File: src/rtl/gpio_collector_if.sv
// Bundle of channel inputs, controls and status outputs shared by the
// collector and whatever drives it (processor glue or testbench).
interface gpio_collector_if;
    logic        dout_0;
    logic        dout_1;
    logic        dout_2;
    logic        dout_3;
    logic        dout_en_0;
    logic        dout_en_1;
    logic        dout_en_2;
    logic        dout_en_3;
    logic [3:0]  clr;
    logic        irq_en;
    logic [31:0] gpio_out;
    logic        irq;

    modport master (
        output dout_0, dout_1, dout_2, dout_3,
        output dout_en_0, dout_en_1, dout_en_2, dout_en_3,
        output clr, irq_en,
        input  gpio_out, irq
    );

    modport slave (
        input  dout_0, dout_1, dout_2, dout_3,
        input  dout_en_0, dout_en_1, dout_en_2, dout_en_3,
        input  clr, irq_en,
        output gpio_out, irq
    );
endinterface

File: src/rtl/gpio_collector.sv
// Four-channel GPIO event collector: synchronizes channel returns, tracks
// level, sticky rise/fall flags and a saturating rise count per channel.
module gpio_collector (
    input  logic           clk,
    input  logic           rst_n,
    gpio_collector_if.slave bus
);

    logic [3:0] dout_vec;
    logic [3:0] en_vec;
    logic [3:0] s1_reg;
    logic [3:0] s2_reg;
    logic [3:0] prev_reg;
    logic [1:0] arm_cnt_reg;
    logic       armed;
    logic [3:0] flag_vec;
    logic [3:0][7:0] byte_vec;
    logic       irq_reg;

    assign dout_vec = {bus.dout_3, bus.dout_2, bus.dout_1, bus.dout_0};
    assign en_vec   = {bus.dout_en_3, bus.dout_en_2, bus.dout_en_1, bus.dout_en_0};

    always_ff @(posedge clk or negedge rst_n) begin
        if (!rst_n) begin
            s1_reg   <= 4'b0;
            s2_reg   <= 4'b0;
            prev_reg <= 4'b0;
        end else begin
            s1_reg   <= dout_vec;
            s2_reg   <= s1_reg;
            prev_reg <= s2_reg;
        end
    end

    // Edge detection stays disarmed until prev has loaded a real synchronized
    // sample, so an input already high at reset release is not seen as a rise.
    assign armed = (arm_cnt_reg == 2'd3);

    always_ff @(posedge clk or negedge rst_n) begin
        if (!rst_n) begin
            arm_cnt_reg <= 2'd0;
        end else if (!armed) begin
            arm_cnt_reg <= arm_cnt_reg + 2'd1;
        end
    end

    generate
        for (genvar gi = 0; gi < 4; gi++) begin : g_ch
            logic [7:0] ch_reg;
            logic [7:0] ch_next;
            logic       rise;
            logic       fall;

            assign rise = armed & en_vec[gi] &  s2_reg[gi] & ~prev_reg[gi];
            assign fall = armed & en_vec[gi] & ~s2_reg[gi] &  prev_reg[gi];

            // Clear is applied first so a coincident edge survives the clear.
            always_comb begin
                ch_next = ch_reg;
                if (bus.clr[gi]) begin
                    ch_next[3:1] = 3'b000;
                    ch_next[7:4] = 4'h0;
                end
                if (rise) begin
                    ch_next[1] = 1'b1;
                    if (ch_next[7:4] == 4'hF) begin
                        ch_next[3] = 1'b1;
                    end else begin
                        ch_next[7:4] = ch_next[7:4] + 4'h1;
                    end
                end
                if (fall) begin
                    ch_next[2] = 1'b1;
                end
                ch_next[0] = en_vec[gi] & s2_reg[gi];
            end

            always_ff @(posedge clk or negedge rst_n) begin
                if (!rst_n) begin
                    ch_reg <= 8'h00;
                end else begin
                    ch_reg <= ch_next;
                end
            end

            assign byte_vec[gi] = ch_reg;
            assign flag_vec[gi] = ch_reg[1] | ch_reg[2];
        end
    endgenerate

    always_ff @(posedge clk or negedge rst_n) begin
        if (!rst_n) begin
            irq_reg <= 1'b0;
        end else begin
            irq_reg <= bus.irq_en & (|flag_vec);
        end
    end

    assign bus.gpio_out = byte_vec;
    assign bus.irq      = irq_reg;

endmodule

File: src/flat_wrapper.sv
// flat-port wrapper written by rule: the top's interface ports become plain ports
module gpio_collector_flat 
  (clk, rst_n, bus_dout_0, bus_dout_1, bus_dout_2, bus_dout_3, bus_dout_en_0, bus_dout_en_1, bus_dout_en_2, bus_dout_en_3, bus_clr, bus_irq_en, bus_gpio_out, bus_irq);
  gpio_collector_if bus_i ();
  input  logic clk;
  input  logic rst_n;
  input wire logic [$bits(bus_i.dout_0)-1:0] bus_dout_0;
  input wire logic [$bits(bus_i.dout_1)-1:0] bus_dout_1;
  input wire logic [$bits(bus_i.dout_2)-1:0] bus_dout_2;
  input wire logic [$bits(bus_i.dout_3)-1:0] bus_dout_3;
  input wire logic [$bits(bus_i.dout_en_0)-1:0] bus_dout_en_0;
  input wire logic [$bits(bus_i.dout_en_1)-1:0] bus_dout_en_1;
  input wire logic [$bits(bus_i.dout_en_2)-1:0] bus_dout_en_2;
  input wire logic [$bits(bus_i.dout_en_3)-1:0] bus_dout_en_3;
  input wire logic [$bits(bus_i.clr)-1:0] bus_clr;
  input wire logic [$bits(bus_i.irq_en)-1:0] bus_irq_en;
  output wire logic [$bits(bus_i.gpio_out)-1:0] bus_gpio_out;
  output wire logic [$bits(bus_i.irq)-1:0] bus_irq;
  assign bus_i.dout_0 = bus_dout_0;
  assign bus_i.dout_1 = bus_dout_1;
  assign bus_i.dout_2 = bus_dout_2;
  assign bus_i.dout_3 = bus_dout_3;
  assign bus_i.dout_en_0 = bus_dout_en_0;
  assign bus_i.dout_en_1 = bus_dout_en_1;
  assign bus_i.dout_en_2 = bus_dout_en_2;
  assign bus_i.dout_en_3 = bus_dout_en_3;
  assign bus_i.clr = bus_clr;
  assign bus_i.irq_en = bus_irq_en;
  assign bus_gpio_out = bus_i.gpio_out;
  assign bus_irq = bus_i.irq;
  gpio_collector u_core (.clk(clk), .rst_n(rst_n), .bus(bus_i));
endmodule
File: config.mk
export PLATFORM = sky130hd
export DESIGN_NAME = gpio_collector_flat
export DESIGN_NICKNAME = d
export VERILOG_FILES = /design/src/rtl/gpio_collector_if.sv /design/src/rtl/gpio_collector.sv /design/src/flat_wrapper.sv
export SDC_FILE = /design/constraint.sdc
export NUM_CORES = 1
export LEC_CHECK = 0
export ABC_AREA = 1
export BUFFER_PORTS_ARGS = -buffer_cell sky130_fd_sc_hd__buf_2
export CORE_MARGIN = 3
export CORE_UTILIZATION = 52
export DETAILED_ROUTE_END_ITERATION = 8
export PLACE_DENSITY = 0.77
export SLEW_MARGIN = 30
export SYNTH_ARGS = -nofsm -noshare
export SYNTH_HDL_FRONTEND = slang
export SYNTH_SLANG_ARGS = --single-unit
File: constraint.sdc
create_clock -name clk -period 1.7 [get_ports clk]
set_clock_uncertainty 0.2 [all_clocks]
set_input_delay 0.255 -clock clk [delete_from_list [all_inputs] [get_ports clk]]
set_output_delay 0.255 -clock clk [all_outputs]
set_load 0.02 [all_outputs]
==> flow_summary.json, run 1 <==
{
  "drt_iter0_drc": 85,
  "vias": 1588,
  "rows": 22,
  "finalWirelength_mm": 3.69,
  "finalSetupViolCount": 0,
  "syn_area_per_cell_um2": 9.35,
  "fp.dieW_um": 68.5,
  "synth_edf_count": 0,
  "syn_area_um2": 2030,
  "wl_per_cell_um": 11.3,
  "synth_top_area_share_pct": 58.0,
  "holdCritPathClass": "in2reg",
  "cts.sinks": 47,
  "ir_drop_uv": 617,
  "antennaDiodeCount": 0,
  "vias_per_cell": 4.86,
  "yosysWarnings": 0,
  "post-route-util_pct": 67.3,
  "clockBufferDepth": 2,
  "status": "finished clean",
  "fillerInstances": 326,
  "holdWs_ns": 0.0186,
  "crit_required_ns": 1.69,
  "final_area_um2": 2500,
  "post_cts_resized": 0,
  "hold_viol": 0,
  "port_buffers": 47,
  "largest_register_ffs": 32,
  "cts_tree": "yes",
  "yosys_most_used_dff": "dfrtp_1",
  "pwr_density_cell_nw_per_um2": 850,
  "crit_type": "reg2reg",
  "area_growth_pct": 23.2,
  "postPlaceCellArea_um2": 2340,
  "rsz0062_at_grt": "false",
  "track_usage_pct": 17.6,
  "first_global_vias": 1398,
  "pin_count": 48,
  "gp_congestion": 0.822,
  "tightestPinTransition_ns": 0.237,
  "cts.clk_slew.worst_paths_ns": 0.08,
  "grt_max_degree": 48,
  "antenna_found_initial": 0,
  "overflow": 0,
  "multi_input_area_um2": 678,
  "arrival_ns": 1.47,
  "p_leak_nw": 1.39,
  "drc_errors": 0,
  "synth_top_cell_by_area": "dfrtp_1",
  "clock.fmax_mhz": 673,
  "grt_pass1_wl_mm": 6.02,
  "period_needed_ns": 1.49,
  "syn_inst": 217,
  "clock_latency_ns": 0.29,
  "first_pass_iters": 4,
  "drv_cap": 0,
  "fp.dieH_um": 68.5,
  "area.sequential_um2": 1180,
  "synthTopCellsByCount": "63 x nand2_1, 47 x dfrtp_1, 28 x inv_1",
  "clockRootBuffer": "clkbuf_8",
  "drive_gt1_share_pct": 29.0,
  "h-tree-depth": 2,
  "drtAntennaViolNets": 0,
  "syn-num-nets": 233,
  "cts_buffers": 5,
  "async_reset_ff_share_pct": 100,
  "ys_ff_latch": 47,
  "start_util_pct": 54.6,
  "yosysMostFrequentCell": "nand2_1",
  "synthTopCellsByArea": "dfrtp_1 58%, nand2_1 12%, inv_1 5.2%",
  "drv_slew": 0,
  "final_nets": 294,
  "startpoint_type": "flip-flop",
  "yosys.cell_types.count": 20,
  "period_share_pct": 87.4,
  "dp_hpwl_mm": 2.75,
  "seq_area_frac_synth_pct": 58.0,
  "coreArea_um2": 3720,
  "endpoint_kind": "flip-flop",
  "cp_max_fo": 6,
  "relSlewSlack_pct": 84.2,
  "tns_ns": 0,
  "dieArea_um2": 4690
}
cells by family (layout without fill, tap and decap cells):
| kind of cell | after synthesis | after routing | share of synthesized area, % |
|---|---|---|---|
| simple gates | 113 | 113 | 26.3 |
| buf+inv | 38 | 100 | 8.63 |
| xor+xnor | 1 | 1 | 0.432 |
| compound gates | 17 | 17 | 6.04 |
| fa+ha+maj | 1 | 1 | 0.616 |
| flops | 47 | 47 | 58.0 |
through the flow:
step | worst slack, ns | power [mW] | cells
floorplan | 0.259 | 1.33 | 217
global placement | 0.258 | 1.43 | 313
detailed placement | 0.227 | 1.43 | 313
CTS | 0.208 | 2.16 | 327
global route | 0.155 | 2.23 | 327
finish | 0.215 | 2.13 | 327
routing by layer:
metal	up-vias	track usage, %	wire length (µm)
li1	804	-	-
met4	0	7.94	70
met1	744	21.8	1720
met3	4	4.93	163
met5	-	0	0
met2	36	28.6	1730
placed cells by master, fill, tap and decap left out, types with 6 or more instances in the layout:
| cell | Yosys | final |
|---|---|---|
| nand4_1 | 6 | 6 |
| nor2_1 | 12 | 12 |
| buf_2 | 0 | 47 |
| nand2_1 | 63 | 63 |
| inv_1 | 28 | 28 |
| clkbuf_8 | 0 | 7 |
| dlygate4sd3_1 | 0 | 6 |
| dfrtp_1 | 47 | 47 |
| nand3_1 | 20 | 20 |
power by group:
group	internal [mW]	switching, mW
clock network	0.371	0.338
registers	1.16	0.0286
logic	0.0795	0.147
path summary, 6_finish.rpt:
path                                             from                  endpoint  slack (ns)  cells past startpoint
worst max-delay path            u_core.arm_cnt_reg[0]  u_core.g_ch[3].ch_reg[5]        0.21                      9
worst min-delay path                    bus_dout_en_0  u_core.g_ch[0].ch_reg[2]        0.02                      3
worst max register to register  u_core.arm_cnt_reg[0]  u_core.g_ch[3].ch_reg[5]        0.21                      9
worst min register to register       u_core.s1_reg[2]          u_core.s2_reg[2]        0.15                      0
max in group asynchronous                       rst_n  u_core.g_ch[1].ch_reg[5]        0.82                      3
min in group asynchronous                       rst_n            u_core.bus.irq        0.28                      3
layout make-up:
class	count	area share [%]
sequential	47	47.0
clock buffer	8	4.00
multi-input combinational	132	27.1
inverter	37	6.55
timing repair buffer	55	12.9
tap	48	2.40
critical path, cell delays in order, from the launching register on:
cell and delay, ns:
dfrtp_1 0.40, ha_1 0.26, inv_6 0.12, nor2_4 0.05
nand2_4 0.10, clkinv_4 0.07, nand2_2 0.05, nand2_1 0.04
nand2_1 0.05, inv_1 0.04
what timing repair did:
action	in CTS	in global routing
hold buffers	6	0
buffers inserted	0	0
hold endpoints to repair	52	0
Note: power is estimated with default switching activity, not from simulation.
==> inputs of run 2 (changes only) <==
Settings changed: CAP_MARGIN from default to 20, CORE_UTILIZATION 52 to 50, PLACE_DENSITY 0.77 to 0.74, RECOVER_POWER from default to 25.
==> flow_summary.json, run 2 (synthesis results as in run 1) <==
{
  "tightestPinTransition_ns": 0.610,
  "h-tree-depth": 2,
  "cts_buffers": 5,
  "status": "finished clean",
  "grt_use_met2_pct": 26.6,
  "first_pass_iters": 4,
  "finalSetupViolCount": 0,
  "crit_buf_inv": 3,
  "fp.dieH_um": 69.7,
  "cts.clk_slew.worst_paths_ns": 0.08,
  "postCtsHoldBufs": 6,
  "gr-usage-met3_pct": 3.62,
  "crit_path_end": "u_core.g_ch[3].ch_reg[5]",
  "grt_max_degree": 48,
  "use_met1_pct": 19.8,
  "antenna_found_initial": 0,
  "worstRegToRegCells": 9,
  "crit_chain": "ha_1, inv_6, nor2_4, nand2_4, clkinv_4, nand2_2, nand2_1, nand2_1, inv_1",
  "vias_per_cell": 4.91,
  "endpoint_kind": "flip-flop",
  "critPathLaunch": "u_core.arm_cnt_reg[0]",
  "crit_required_ns": 1.68,
  "clock.fmax_mhz": 672,
  "timing.rr.start": "u_core.arm_cnt_reg[0]",
  "cpPeakStageDelay_ns": 0.39,
  "cpMostUsedCell": "nand2_1",
  "cts_tree": "yes",
  "mostFrequentLayoutCell": "nand2_1",
  "gp_congestion": 0.812,
  "drv_cap": 0,
  "dp_hpwl_mm": 2.67,
  "holdWs_ns": 0.0337,
  "reg2reg_setup_slack_ns": 0.21,
  "p_leak_nw": 1.38,
  "cp_max_fo": 6,
  "min_from": "bus_clr[2]",
  "wl_per_cell_um": 11.2,
  "track_usage_pct": 15.8,
  "clock_latency_ns": 0.29,
  "clockBufferDepth": 2,
  "arrival_ns": 1.47,
  "cts.sinks": 47,
  "cpLargestDelayFamily": "flip-flops",
  "postCtsSetupRepairBufs": 0,
  "overflow": 0,
  "pwr_density_cell_nw_per_um2": 850,
  "fp.dieW_um": 69.7,
  "tns_ns": 0,
  "area_growth_pct": 22.6,
  "pin_count": 48,
  "r2r_end": "u_core.g_ch[3].ch_reg[5]",
  "hold_viol": 0,
  "coreArea_um2": 3800,
  "post-route-util_pct": 65.5,
  "rows": 22,
  "worst-path-stages": 9,
  "final_nets": 294,
  "drt_iter0_drc": 111,
  "ir_drop_uv": 564,
  "antennaDiodeCount": 0,
  "crit_slowest_cell": "dfrtp_1",
  "drtAntennaViolNets": 0,
  "drv_slew": 0,
  "relSlewSlack_pct": 59.3,
  "period_needed_ns": 1.49,
  "rsz0062_at_grt": "false",
  "drc_errors": 0,
  "port_buffers": 47,
  "grt_pass1_wl_mm": 6.27,
  "clockRootBuffer": "clkbuf_8",
  "top_usage_layer": "met2",
  "startpoint_type": "flip-flop",
  "crit_type": "reg2reg",
  "finalWirelength_mm": 3.68,
  "first_global_vias": 1533,
  "holdCritPathClass": "in2reg",
  "dieArea_um2": 4860,
  "start_util_pct": 53.4,
  "vias": 1605,
  "period_share_pct": 87.6,
  "post_cts_resized": 0,
  "final_cell_mix": "63 x nand2_1, 47 x buf_2, 47 x dfrtp_1",
  "drive_gt1_share_pct": 29.0,
  "largest_register_ffs": 32
}
[run 2: layout make-up]
cell class	instances	area, µm²
clock buffer	8	100
fill	317	1310
inverter	37	164
multi-input combinational	132	678
sequential	47	1180
tap	48	60.1
timing repair buffer	55	310
[run 2: how the worst min path moves through the flow]
| stage | slack, ns | end | cells after the start |
|---|---|---|---|
| after global routing | 0.02 | u_core.g_ch[1].ch_reg[2] | 3 |
| after detailed placement | 0.06 | u_core.g_ch[2].ch_reg[7] | 2 |
| final | 0.03 | u_core.g_ch[2].ch_reg[1] | 2 |
| after global placement | 0.06 | u_core.g_ch[2].ch_reg[7] | 2 |
| after CTS | 0.01 | u_core.g_ch[1].ch_reg[2] | 2 |
| after floorplan | -0.24 | u_core.arm_cnt_reg[0] | 0 |
[run 2: stage by stage]
stage / setup slack [ns] / cell area (µm²) / cells / total power, mW
2_1_floorplan: 0.259 / 2030 / 217 / 1.33
3_3_place_gp: 0.253 / 2340 / 313 / 1.43
3_5_place_dp: 0.246 / 2340 / 313 / 1.43
4_1_cts: 0.201 / 2500 / 327 / 2.16
5_1_grt: 0.0969 / 2490 / 327 / 2.21
6_report: 0.211 / 2490 / 327 / 2.11
[run 2: where the power goes]
part / total [mW] / internal, mW / switching [mW]
logic: 0.223 / 0.0761 / 0.147
clock network: 0.702 / 0.371 / 0.331
registers: 1.19 / 1.16 / 0.0270
[run 2: routing by layer]
metal  part of all wire (%)  vias to the layer above
met5                      0                        -
met4                    1.0                        0
met3                    5.4                        4
met2                     49                       42
met1                     44                      753
li1                       -                      806
==> inputs of run 3 (changes only) <==
Settings changed: CORE_ASPECT_RATIO from default to 0.75, CORE_MARGIN 3 to 2.
==> flow_summary.json, run 3 (synthesis results as in run 1) <==
{
  "hold_viol": 0,
  "dieArea_um2": 4590,
  "arrival_ns": 1.48,
  "swShare_pct": 25.2,
  "place_ws_ns": 0.232,
  "setup_ws_ns": 0.217,
  "cts_tree": "yes",
  "clkPwrFrac_pct": 32.1,
  "pwr_density_cell_nw_per_um2": 838,
  "period_needed_ns": 1.48,
  "drtAntennaViolNets": 0,
  "tightestPinTransition_ns": 0.612,
  "status": "finished clean",
  "cpPeakStageDelay_ns": 0.40,
  "combPwrFrac_pct": 10.7,
  "crit_slowest_cell": "dfrtp_1",
  "drive_gt1_share_pct": 29.1,
  "wl_per_cell_um": 11.3,
  "drv_slew": 0,
  "final_nets": 294,
  "fillerInstances": 329,
  "vias": 1565,
  "final_cell_mix": "63 x nand2_1, 47 x buf_2, 47 x dfrtp_1",
  "pwr-share-seq_pct": 57.2,
  "grt_max_degree": 48,
  "start_util_pct": 51.0,
  "fin_cells": 333,
  "mostFrequentLayoutCell": "nand2_1",
  "holdCritPathClass": "in2reg",
  "vias_per_cell": 4.70,
  "drv_cap": 0,
  "coreArea_um2": 3980,
  "startpoint_type": "flip-flop",
  "first_pass_iters": 4,
  "ir_drop_uv": 518,
  "overflow": 0,
  "h-tree-depth": 2,
  "port_buffers": 47,
  "p_leak_nw": 1.38,
  "cts.sinks": 47,
  "crit_type": "reg2reg",
  "post_cts_resized": 0,
  "cts_buffers": 5,
  "endpoint_kind": "flip-flop",
  "clock.fmax_mhz": 674,
  "finalWirelength_mm": 3.76,
  "dp_hpwl_mm": 2.74,
  "postPlaceCellArea_um2": 2350,
  "area_growth_pct": 22.4,
  "clockRootBuffer": "clkbuf_8",
  "tns_ns": 0,
  "antennaDiodeCount": 0,
  "period_share_pct": 87.2,
  "grt_pass1_wl_mm": 6.21,
  "fp.dieW_um": 77.6,
  "switching_power_mw": 0.525,
  "crit_chain": "ha_1, inv_6, nor2_4, nand2_4, clkinv_4, nand2_2, nand2_1, nand2_1, inv_1",
  "gp_congestion": 0.840,
  "finalSetupViolCount": 0,
  "intPower_mw": 1.56,
  "first_global_vias": 1454,
  "crit_required_ns": 1.70,
  "post-route-util_pct": 62.5,
  "pin_count": 48,
  "cp_max_fo": 6,
  "drt_iter0_drc": 41,
  "relSlewSlack_pct": 59.2,
  "track_usage_pct": 18.1,
  "largest_register_ffs": 32,
  "fp.dieH_um": 59.2,
  "antenna_found_initial": 0,
  "rsz0062_at_grt": "false",
  "rows": 20,
  "cpMostUsedCell": "nand2_1",
  "final_area_um2": 2480,
  "clock_latency_ns": 0.30,
  "cts.clk_slew.worst_paths_ns": 0.08,
  "clockBufferDepth": 2,
  "drc_errors": 0,
  "dp_cells": 320
}
-- run 3: layout make-up --
class                   count  area (µm²)  area share, %
clock buffers               6        82.6           3.32
multi-input cells         132         678           27.3
clock inverters             1        5.00          0.201
inverters                  37         164           6.60
flip-flops and latches     47        1180           47.3
repair buffers             55         310           12.5
well taps                  55        68.8           2.77
-- run 3: timing repair --
| item | CTS | global route |
|---|---|---|
| buffers inserted | 0 | 0 |
| hold buffers | 6 | 0 |
| endpoints found under the hold margin | 52 | 0 |
-- run 3: worst max-delay path: cells and delay by family (launching register included) --
kind          cells  cell delay (ns)
flops             1             0.40
fa+ha+maj         1             0.26
simple gates      5             0.29
buf+inv           3             0.22
-- run 3: per-layer routing --
layer  wire length (µm)  track usage [%]  up-vias  share of wire (%)
met5                  0                0        -                  0
met4                 78             9.44        0                2.1
met3                183             4.57        7                4.9
met2               1650             28.9       35                 44
met1               1840             23.3      723                 49
li1                   -                -      800                  -
-- run 3: worst paths after layout --
path,cells past startpoint,end,slack [ns],from
worst max-delay path,9,u_core.g_ch[2].ch_reg[5],0.22,u_core.arm_cnt_reg[0]
worst min-delay path,2,u_core.g_ch[3].ch_reg[2],0.02,bus_clr[3]
worst max register to register,9,u_core.g_ch[2].ch_reg[5],0.22,u_core.arm_cnt_reg[0]
worst min register to register,0,u_core.s2_reg[1],0.15,u_core.s1_reg[1]
max in group asynchronous,3,u_core.s1_reg[1],0.47,rst_n
min in group asynchronous,3,u_core.g_ch[3].ch_reg[6],0.42,rst_n
-- run 3: stage by stage --
stage	hold WS, ns	power (mW)
3_5_place_dp	0.0555	1.43
4_1_cts	0.0103	2.12
6_report	0.0205	2.08
2_1_floorplan	-0.241	1.33
5_1_grt	0.0257	2.17
3_3_place_gp	0.0565	1.43
-- run 3: power by group through the flow --
| stage | sequential, mW | combinational, mW | clock [mW] |
|---|---|---|---|
| floorplan | 1.25 | 0.0801 | 0 |
| global placement | 1.21 | 0.217 | 0 |
| detailed placement | 1.21 | 0.219 | 0 |
| CTS | 1.19 | 0.230 | 0.695 |
| global route | 1.20 | 0.248 | 0.728 |
| finish | 1.19 | 0.222 | 0.670 |
